--- config.mk ---
export PLATFORM = sky130hd
export DESIGN_NAME = ex_muldiv_flat
export DESIGN_NICKNAME = d
export VERILOG_FILES = /design/src/rtl/ex_muldiv_if.sv /design/src/rtl/ex_muldiv.sv /design/src/flat_wrapper.sv
export SDC_FILE = /design/constraint.sdc
export NUM_CORES = 1
export LEC_CHECK = 0
export CAP_MARGIN = 10
export CELL_PAD_IN_SITES_DETAIL_PLACEMENT = 0
export CELL_PAD_IN_SITES_GLOBAL_PLACEMENT = 1
export CORE_AREA = 2 2 200 202
export DETAILED_ROUTE_END_ITERATION = 8
export DIE_AREA = 0 0 202 204
export PLACE_DENSITY_LB_ADDON = 0.1
export SLEW_MARGIN = 5
export SYNTH_ARGS = -nofsm -noshare
export SYNTH_HDL_FRONTEND = slang
export SYNTH_SLANG_ARGS = --single-unit
--- constraint.sdc ---
create_clock -name clock -period 3.5 [get_ports clock]
set_input_delay 1.05 -clock clock [delete_from_list [all_inputs] [get_ports clock]]
set_output_delay 1.05 -clock clock [all_outputs]
set_load 0.02 [all_outputs]
--- src/rtl/ex_muldiv_if.sv ---
`default_nettype none
// ============================================================================
// Module   : ex_muldiv_if
// Brief    : ID/EX-to-muldiv operand bundle and result/stall return path.
// Revision : 1.0
// ============================================================================
interface ex_muldiv_if #(
   parameter int DATA_WIDTH     = 32,
   parameter int REG_ADDR_WIDTH = 4,
   parameter int OP_WIDTH       = 5
);
   logic                      start;
   logic                      flush;
   logic [OP_WIDTH-1:0]       ALUOp;
   logic [DATA_WIDTH-1:0]     operandA;
   logic [DATA_WIDTH-1:0]     operandB;
   logic [REG_ADDR_WIDTH-1:0] registerFileWrite_in;
   logic                      stall;
   logic                      done;
   logic [DATA_WIDTH-1:0]     result;
   logic [DATA_WIDTH-1:0]     resultHigh;
   logic [REG_ADDR_WIDTH-1:0] registerFileWrite;
   logic                      divByZero;

   modport master (
      output start, flush, ALUOp, operandA, operandB, registerFileWrite_in,
      input  stall, done, result, resultHigh, registerFileWrite, divByZero
   );

   modport slave (
      input  start, flush, ALUOp, operandA, operandB, registerFileWrite_in,
      output stall, done, result, resultHigh, registerFileWrite, divByZero
   );
endinterface
`default_nettype wire

--- src/rtl/ex_muldiv.sv ---
`default_nettype none
// ============================================================================
// Module   : ex_muldiv
// Brief    : Iterative radix-2 multiply / restoring divide for the EX stage,
//            stalling upstream while busy. Optional MULDIV_UNSIGNED_EN adds
//            unsigned multiply/divide opcodes.
// Revision : 1.0
// ============================================================================
module ex_muldiv #(
   parameter int                      DATA_WIDTH     = 32,
   parameter int                      REG_ADDR_WIDTH = 4,
   parameter int                      OP_WIDTH       = 5,
   parameter logic [OP_WIDTH-1:0]     OP_MUL         = OP_WIDTH'(12),
   parameter logic [OP_WIDTH-1:0]     OP_DIV         = OP_WIDTH'(13),
   parameter logic [OP_WIDTH-1:0]     OP_MULU        = OP_WIDTH'(14),
   parameter logic [OP_WIDTH-1:0]     OP_DIVU        = OP_WIDTH'(15)
) (
   input  logic      clock,
   input  logic      reset,
   ex_muldiv_if.slave bus
);

   localparam int              c_cnt_w = $clog2(DATA_WIDTH) + 1;
   localparam logic [c_cnt_w-1:0] c_last = c_cnt_w'(DATA_WIDTH - 1);

   localparam logic [2:0] c_idle = 3'd0;
   localparam logic [2:0] c_mul  = 3'd1;
   localparam logic [2:0] c_div  = 3'd2;
   localparam logic [2:0] c_fix  = 3'd3;
   localparam logic [2:0] c_done = 3'd4;

   logic [2:0]                r_state;
   logic [c_cnt_w-1:0]        r_count;
   logic [DATA_WIDTH-1:0]     r_hi;
   logic [DATA_WIDTH-1:0]     r_lo;
   logic [DATA_WIDTH-1:0]     r_addend;
   logic                      r_neg_lo;
   logic                      r_neg_hi;
   logic                      r_is_div;
   logic                      r_dbz;
   logic [REG_ADDR_WIDTH-1:0] r_dest;
   logic [DATA_WIDTH-1:0]     r_result;
   logic [DATA_WIDTH-1:0]     r_result_high;
   logic [REG_ADDR_WIDTH-1:0] r_rfw;

   logic                      w_op_mul;
   logic                      w_op_div;
   logic                      w_op_mulu;
   logic                      w_op_divu;
   logic                      w_sel_mul;
   logic                      w_sel_div;
   logic                      w_unsigned;
   logic                      w_accept;
   logic                      w_a_neg;
   logic                      w_b_neg;
   logic [DATA_WIDTH-1:0]     w_a_mag;
   logic [DATA_WIDTH-1:0]     w_b_mag;
   logic                      w_b_zero;
   logic [DATA_WIDTH:0]       w_mul_sum;
   logic [DATA_WIDTH:0]       w_mul_hi;
   logic [DATA_WIDTH:0]       w_rem_sh;
   logic [DATA_WIDTH:0]       w_diff;
   logic                      w_ge;
   logic [2*DATA_WIDTH-1:0]   w_prod;
   logic [2*DATA_WIDTH-1:0]   w_prod_fix;
   logic [DATA_WIDTH-1:0]     w_quot;
   logic [DATA_WIDTH-1:0]     w_rem;

   assign w_op_mul  = (bus.ALUOp == OP_MUL);
   assign w_op_div  = (bus.ALUOp == OP_DIV);
   assign w_op_mulu = (bus.ALUOp == OP_MULU);
   assign w_op_divu = (bus.ALUOp == OP_DIVU);

`ifdef MULDIV_UNSIGNED_EN
   assign w_sel_mul  = w_op_mul | w_op_mulu;
   assign w_sel_div  = w_op_div | w_op_divu;
   assign w_unsigned = w_op_mulu | w_op_divu;
`else
   // Unsigned opcodes are decoded only to keep them out of the signed paths.
   assign w_sel_mul  = w_op_mul & ~(w_op_mulu | w_op_divu);
   assign w_sel_div  = w_op_div & ~(w_op_mulu | w_op_divu);
   assign w_unsigned = 1'b0;
`endif

   assign w_accept = ((r_state == c_idle) || (r_state == c_done)) &&
                     bus.start && !bus.flush && (w_sel_mul || w_sel_div);

   assign w_a_neg  = ~w_unsigned & bus.operandA[DATA_WIDTH-1];
   assign w_b_neg  = ~w_unsigned & bus.operandB[DATA_WIDTH-1];
   assign w_a_mag  = w_a_neg ? -bus.operandA : bus.operandA;
   assign w_b_mag  = w_b_neg ? -bus.operandB : bus.operandB;
   assign w_b_zero = (bus.operandB == '0);

   // Shift-add step: conditionally add multiplicand to the high half, then shift the pair right.
   assign w_mul_sum = {1'b0, r_hi} + {1'b0, r_addend};
   assign w_mul_hi  = r_lo[0] ? w_mul_sum : {1'b0, r_hi};

   // Restoring step: the extra bit of w_diff is the borrow, i.e. "partial remainder < divisor".
   assign w_rem_sh = {r_hi, r_lo[DATA_WIDTH-1]};
   assign w_diff   = w_rem_sh - {1'b0, r_addend};
   assign w_ge     = ~w_diff[DATA_WIDTH];

   assign w_prod     = {r_hi, r_lo};
   assign w_prod_fix = r_neg_lo ? -w_prod : w_prod;
   assign w_quot     = r_neg_lo ? -r_lo : r_lo;
   assign w_rem      = r_neg_hi ? -r_hi : r_hi;

   always_ff @(posedge clock) begin
      if (reset) begin
         r_state       <= c_idle;
         r_count       <= '0;
         r_hi          <= '0;
         r_lo          <= '0;
         r_addend      <= '0;
         r_neg_lo      <= 1'b0;
         r_neg_hi      <= 1'b0;
         r_is_div      <= 1'b0;
         r_dbz         <= 1'b0;
         r_dest        <= '0;
         r_result      <= '0;
         r_result_high <= '0;
         r_rfw         <= '0;
      end else begin
         r_dbz <= 1'b0;
         if (bus.flush) begin
            r_state <= c_idle;
         end else begin
            case (r_state)
               c_idle, c_done: begin
                  if (w_accept) begin
                     r_dest   <= bus.registerFileWrite_in;
                     r_count  <= '0;
                     r_neg_lo <= w_a_neg ^ w_b_neg;
                     r_neg_hi <= w_a_neg;
                     r_is_div <= w_sel_div;
                     r_hi     <= '0;
                     if (w_sel_div && w_b_zero) begin
                        r_result      <= '1;
                        r_result_high <= bus.operandA;
                        r_rfw         <= bus.registerFileWrite_in;
                        r_dbz         <= 1'b1;
                        r_state       <= c_done;
                     end else if (w_sel_div) begin
                        r_lo     <= w_a_mag;
                        r_addend <= w_b_mag;
                        r_state  <= c_div;
                     end else begin
                        r_lo     <= w_b_mag;
                        r_addend <= w_a_mag;
                        r_state  <= c_mul;
                     end
                  end else begin
                     r_state <= c_idle;
                  end
               end
               c_mul: begin
                  r_hi    <= w_mul_hi[DATA_WIDTH:1];
                  r_lo    <= {w_mul_hi[0], r_lo[DATA_WIDTH-1:1]};
                  r_count <= r_count + 1'b1;
                  if (r_count == c_last) r_state <= c_fix;
               end
               c_div: begin
                  r_hi    <= w_ge ? w_diff[DATA_WIDTH-1:0] : w_rem_sh[DATA_WIDTH-1:0];
                  r_lo    <= {r_lo[DATA_WIDTH-2:0], w_ge};
                  r_count <= r_count + 1'b1;
                  if (r_count == c_last) r_state <= c_fix;
               end
               c_fix: begin
                  if (r_is_div) begin
                     r_result      <= w_quot;
                     r_result_high <= w_rem;
                  end else begin
                     {r_result_high, r_result} <= w_prod_fix;
                  end
                  r_rfw   <= r_dest;
                  r_state <= c_done;
               end
               default: r_state <= c_idle;
            endcase
         end
      end
   end

   assign bus.stall             = (r_state == c_mul) || (r_state == c_div) || (r_state == c_fix);
   assign bus.done              = (r_state == c_done);
   assign bus.result            = r_result;
   assign bus.resultHigh        = r_result_high;
   assign bus.registerFileWrite = r_rfw;
   assign bus.divByZero         = r_dbz;

endmodule
`default_nettype wire
--- src/flat_wrapper.sv ---
// flat-port wrapper written by rule: the top's interface ports become plain ports
module ex_muldiv_flat 
#(
   parameter int                      DATA_WIDTH     = 32,
   parameter int                      REG_ADDR_WIDTH = 4,
   parameter int                      OP_WIDTH       = 5,
   parameter logic [OP_WIDTH-1:0]     OP_MUL         = OP_WIDTH'(12),
   parameter logic [OP_WIDTH-1:0]     OP_DIV         = OP_WIDTH'(13),
   parameter logic [OP_WIDTH-1:0]     OP_MULU        = OP_WIDTH'(14),
   parameter logic [OP_WIDTH-1:0]     OP_DIVU        = OP_WIDTH'(15)
)
  (clock, reset, bus_start, bus_flush, bus_ALUOp, bus_operandA, bus_operandB, bus_registerFileWrite_in, bus_stall, bus_done, bus_result, bus_resultHigh, bus_registerFileWrite, bus_divByZero);
  ex_muldiv_if #(.DATA_WIDTH(DATA_WIDTH), .REG_ADDR_WIDTH(REG_ADDR_WIDTH), .OP_WIDTH(OP_WIDTH)) bus_i ();
  input  logic clock;
  input  logic reset;
  input wire logic [$bits(bus_i.start)-1:0] bus_start;
  input wire logic [$bits(bus_i.flush)-1:0] bus_flush;
  input wire logic [$bits(bus_i.ALUOp)-1:0] bus_ALUOp;
  input wire logic [$bits(bus_i.operandA)-1:0] bus_operandA;
  input wire logic [$bits(bus_i.operandB)-1:0] bus_operandB;
  input wire logic [$bits(bus_i.registerFileWrite_in)-1:0] bus_registerFileWrite_in;
  output wire logic [$bits(bus_i.stall)-1:0] bus_stall;
  output wire logic [$bits(bus_i.done)-1:0] bus_done;
  output wire logic [$bits(bus_i.result)-1:0] bus_result;
  output wire logic [$bits(bus_i.resultHigh)-1:0] bus_resultHigh;
  output wire logic [$bits(bus_i.registerFileWrite)-1:0] bus_registerFileWrite;
  output wire logic [$bits(bus_i.divByZero)-1:0] bus_divByZero;
  assign bus_i.start = bus_start;
  assign bus_i.flush = bus_flush;
  assign bus_i.ALUOp = bus_ALUOp;
  assign bus_i.operandA = bus_operandA;
  assign bus_i.operandB = bus_operandB;
  assign bus_i.registerFileWrite_in = bus_registerFileWrite_in;
  assign bus_stall = bus_i.stall;
  assign bus_done = bus_i.done;
  assign bus_result = bus_i.result;
  assign bus_resultHigh = bus_i.resultHigh;
  assign bus_registerFileWrite = bus_i.registerFileWrite;
  assign bus_divByZero = bus_i.divByZero;
  ex_muldiv #(.DATA_WIDTH(DATA_WIDTH), .REG_ADDR_WIDTH(REG_ADDR_WIDTH), .OP_WIDTH(OP_WIDTH), .OP_MUL(OP_MUL), .OP_DIV(OP_DIV), .OP_MULU(OP_MULU), .OP_DIVU(OP_DIVU)) u_core (.clock(clock), .reset(reset), .bus(bus_i));
endmodule
=== After elaboration in Yosys (flattened, before gate mapping) ===
Cells that the tools add are included.
Widths: inputs -> output; s select.

* Divide/modulo/power cells: 0
* Reduce and logical (&&, ||, !) cells: 24
* Equal/unequal tests: 13
* Add/subtract/negate cells: 8
* Mux-type cells: 33
* $lt $le $gt $ge: 0
* $mul: 0
* Bitwise operators: 10
* Shifts and indexed selects: 0

{| class="wikitable"
|+ Operators by type and width
! kind !! number
|-
| $mux 32 || 16
|-
| $pmux 32 s3 || 2
|-
| $neg 32->32 || 4
|-
| $pmux 32 s2 || 2
|-
| $mux 64 || 1
|-
| $neg 64->64 || 1
|-
| $add 32x32->33 || 1
|-
| $mux 33 || 1
|-
| $sub 33x32->33 || 1
|-
| $logic_not 32->1 || 1
|-
| $eq 5x4->1 const B || 4
|-
| $pmux 6 s2 || 1
|-
| $reduce_and 4->1 || 3
|-
| $mux 3 || 3
|-
| $pmux 3 s3 || 1
|-
| $reduce_and 3->1 || 3
|-
| $mux 4 || 2
|-
| $pmux 4 s2 || 1
|-
| $add 6x1->6 const B || 1
|-
| $eq 3x2->1 const B || 2
|-
| $eq 6x5->1 const B || 1
|-
| $mux 6 || 1
|-
| $ne 2x1->1 const B || 3
|-
| $not 1->1 || 6
|-
| other kinds (16) || 26
|}

* Memories: 0
* Logic and storage cells: 101
* Latch bits: 0
* Memory bits (read-only): 0
* Bits in registers: 181
* Input bits: 77
* Memory bits (writable): 0

=== Logic depth before layout (Yosys ltp) ===
Gate-level depths: netlist (run 1).

* Word-level depth: 8
* Depth in mapped cells: 16

=== Least setup slack after synthesis (run 1) ===
No wires, ideal clock.

* Path kind: input port to flip-flop
* Start point: in bus_operandB[20]
* End point: reg u_core.r_lo[27]
* Buffers on the path: 1
* Stages on the path: 11
* Arrival time: 3616 ps
* Data required time: 3437 ps
* Library setup time: 63 ps
* Setup slack: -179 ps
* Cell sequence: or4_4 -> or3_4 -> or4_4 -> or4_4 -> or2_4 -> o21ai_4 -> buf_6 -> a221oi_2 -> o21ai_2 -> o21ai_2 -> nor2_2

* Word-level cells in the longest chain between the ends: 6
* Elaborated cells on any way between the ends: 10
* Classes of those cells: add/sub (1); eq/ne (1); mux (5); reduce/logical (3)

{| class="wikitable"
|+ Ends and longest elaborated chain
! what !! RTL line !! source
|-
| start, declared || flat_wrapper.sv:20 || <nowiki>input wire logic [$bits(bus_i.operandB)-1:0] bus_operandB;</nowiki>
|-
| $neg 32->32 || ex_muldiv.sv:91 || <nowiki>assign w_b_mag = w_b_neg ? -bus.operandB : bus.operandB;</nowiki>
|-
| $mux 32 || ex_muldiv.sv:91 ||
|-
| $mux 32 || ex_muldiv.sv:143 || <nowiki>end else if (w_sel_div) begin</nowiki>
|-
| $mux 32 || ex_muldiv.sv:137 || <nowiki>if (w_sel_div && w_b_zero) begin</nowiki>
|-
| $mux 32 || ex_muldiv.sv:130 || <nowiki>if (w_accept) begin</nowiki>
|-
| $pmux 32 s3 || ex_muldiv.sv:128 || <nowiki>case (r_state)</nowiki>
|-
| end signal, assigned || ex_muldiv.sv:144 || <nowiki>r_lo <= w_a_mag;</nowiki>
|-
| end signal, assigned || ex_muldiv.sv:148 || <nowiki>r_lo <= w_b_mag;</nowiki>
|-
| end signal, assigned || ex_muldiv.sv:158 || <nowiki>r_lo <= {w_mul_hi[0], r_lo[DATA_WIDTH-1:1]};</nowiki>
|-
| end, declared || ex_muldiv.sv:35 || <nowiki>logic [DATA_WIDTH-1:0] r_lo;</nowiki>
|}

Several ways; a longest one is shown, not always the timed one. The select of a mux whose other input is x is not followed.
A chain may end at the register's enable or synchronous reset.

=== Worst setup path in the final report (run 1) ===
* Start point: in bus_operandB[21]
* End point: reg u_core.r_lo[22]

The elaborated chain is that of the path after synthesis.

==> run metrics, run 1 <==
CTS max path bufs 2; Hold Startpoint u_core.r_dest[2]$_SDFFE_PP0P_; # DRC 0; WL per Instance 22.0 um; status finished with violations; startpoint types input port; CP arrival 3.94 ns; most frequent cell after synthesis nand2_1; Clock Skew 0.0153 ns; Net Count, Synth 2139; port bufs 147; DRT Pass-1 Iters 5; Cell Rows 73; share of cells above drive strength 1 19.0%; post-synthesis cell type count 88; synth cell count leaders nand2_1, a21oi_1, dfxtp_1; initial DRC count 1466; ant diodes 0; hold path depth 2; Max Cap Viol 0; RD Place Congestion 0.968; min Tclk post-route 3.55 ns; via count 16466; die area 41200 um2; Synth area leaders dfxtp_1, a21oi_1, ha_1; die height 204 um; Synth top area share 24.2%; fin. max-slew vios 0; largest net degree at the start of global routing 138; failing checks setup timing; Final Setup Violations 18; final instance area 19800 um2; sequential cell area fraction in the yosys report 24.2%; clk slew on worst S/H paths 0.08 ns; Worst Setup End Kind flip-flop; Final period util 101%; die width 202 um; RSZ-0062 raised after global routing true; Avg Cell Area, Syn 7.53 um2; clk sinks 181; post-route ant nets 0; synthesis-stage register bit count 181; vias in the first global route 15530; H-tree depth 4; Post-synth ARST share 0%; Starting Density 38.3%; total CTS buffers 17; Final #Nets 2422; Hold WS 0.462 ns; Boundary Pins 148; dpl cell area 18700 um2; Peak VDD IR 0.000322 V; r2r setup slk 0.16 ns; drt total wl 61.8 mm; clock root buffer clkbuf_16; synth warn 0; Rel. slew slack 46.6%; routed vias/inst 5.86; CP required 3.89 ns; cells after synthesis 1991; first-pass GRT wire length 93.5 mm; number of synthesized flops with an enable pin 0; PnR Total Power 5.65 mW; dpl ws -0.827 ns; Hold Vio Cnt, Final 0; setup ws final -0.0476 ns; Setup TNS -0.201 ns; Worst Setup Path Type input port to flip-flop; reg2reg path depth 14; Leak 7.94 nW; CTS tree yes; initial antenna violation count 1; FF-to-FF End u_core.r_hi[23]$_SDFFE_PP0P_; Synth area leader dfxtp_1; worst reg2reg startpoint u_core.r_addend[0]$_SDFFE_PP0P_; Worst Hold Class flip-flop to flip-flop; maximum clock frequency 282 MHz; Worst-Margin Slew 0.798 ns; P&R area growth vs syn 32.0%; worst skew pair latency 0.46 ns; Synth Flop Type dfxtp_1; post-synth design cell area 15000 um2; core area 39200 um2; WHS Endpoint u_core.r_dest[2]$_SDFFE_PP0P_; total congestion overflow 0; Final HPWL DP 47.9 mm; worst-path maximum fanout 3; GRT Resource Usage Total 29.5%; PD cells 286 nW/um2
## critical path: stages
cell and delay (ns):
buf_6 0.09, or4_4 0.53, or3_4 0.35, or4_4 0.49
or4_4 0.43, or2_4 0.26, o21ai_4 0.17, buf_12 0.13
buf_8 0.11, buf_6 0.11, a221oi_2 0.04, a21oi_1 0.17
## layout make-up
class / count / area [um2]
well taps: 525 / 657
repair buffers: 415 / 3710
multi-input cells: 1593 / 10900
clock buffers: 19 / 453
clock inverters: 13 / 134
inverters: 66 / 248
fillers: 3856 / 19400
flip-flops and latches: 181 / 3630
## repair_timing
action	4_1_cts	5_1_grt
pin swaps	18	32
hold buffers	0	0
endpoints found under the setup margin	88	99
gates cloned	2	0
gates resized for setup	64	49
buffers inserted	9	5
## per-stage QoR
| step | util (%) | cells |
|---|---|---|
| 2_1_floorplan | - | 1991 |
| 3_3_place_gp | 47.7 | 2765 |
| 3_5_place_dp | 47.7 | 2765 |
| 4_1_cts | 49.8 | 2808 |
| 5_1_grt | 50.5 | 2812 |
| 6_report | 50.5 | 2812 |
## sequential cells by signal, indices dropped and copies added, names as in the netlist, 3 cells and up
signal                        count
u_core.bus.resultHigh            32
u_core.r_addend                  32
u_core.r_hi                      32
u_core.r_dest                     4
u_core.bus.registerFileWrite      4
u_core.r_count                    6
u_core.r_state                    3
u_core.bus.result                32
u_core.r_lo                      32
## report_power, final
part	switching, mW	internal (mW)	total, mW
logic	0.848	0.702	1.55
registers	0.0227	2.07	2.09
clock network	1.02	0.989	2.01
## metal layers
layer	vias up	global-route usage [%]	wire length (um)
li1	7943	-	-
met1	7858	39.6	27500
met2	565	49.0	28700
met3	100	3.22	3520
met4	0	10.6	2180
met5	-	0	0
## how the worst max path moves through the flow
stage	from	endpoint	slack, ns
final	bus_operandB[21]	u_core.r_lo[22]$_SDFFE_PP0P_	-0.05
after global routing	bus_operandB[21]	u_core.r_lo[22]$_SDFFE_PP0P_	-0.14
after CTS	bus_operandB[19]	u_core.r_lo[20]$_SDFFE_PP0P_	-0.17
after detailed placement	bus_operandB[14]	u_core.r_lo[31]$_SDFFE_PP0P_	-0.83
after global placement	bus_operandB[14]	u_core.r_lo[31]$_SDFFE_PP0P_	-0.80
after floorplan	bus_operandB[20]	u_core.r_lo[27]$_SDFFE_PP0P_	-0.18
## logic make-up after synthesis
group                    after synthesis  synth area share (%)
multiplexers                          58                  3.96
buffers and inverters                219                  5.73
flip-flops                           181                  24.2
AND/OR/NAND/NOR                      586                  18.6
adder cells (fa/ha/maj)               71                  6.03
XOR/XNOR                             175                  10.2
AO/OA/AOI/OAI                        701                  31.3
## cells in the final DEF (no fill, tap or decap), drive strengths merged, types with 43 or more instances in the layout
| master | n |
|---|---|
| xor2 | 87 |
| nor2 | 146 |
| a21oi | 191 |
| a221oi | 43 |
| nor3 | 63 |
| dfxtp | 181 |
| xnor2 | 88 |
| nand2 | 214 |
| a211oi | 67 |
| mux2i | 47 |
| o21ai | 144 |
| o211ai | 52 |
| inv | 72 |
| clkdlybuf4s50 | 136 |
| buf | 271 |
| ha | 69 |
Note: power is estimated with default switching activity, not from simulation.
==> run 2: changes to the inputs <==
Settings changed: SLEW_MARGIN 5 to 20.
==> results of run 2 <==
Final layout, timing and power as in run 1 (identical DEF).
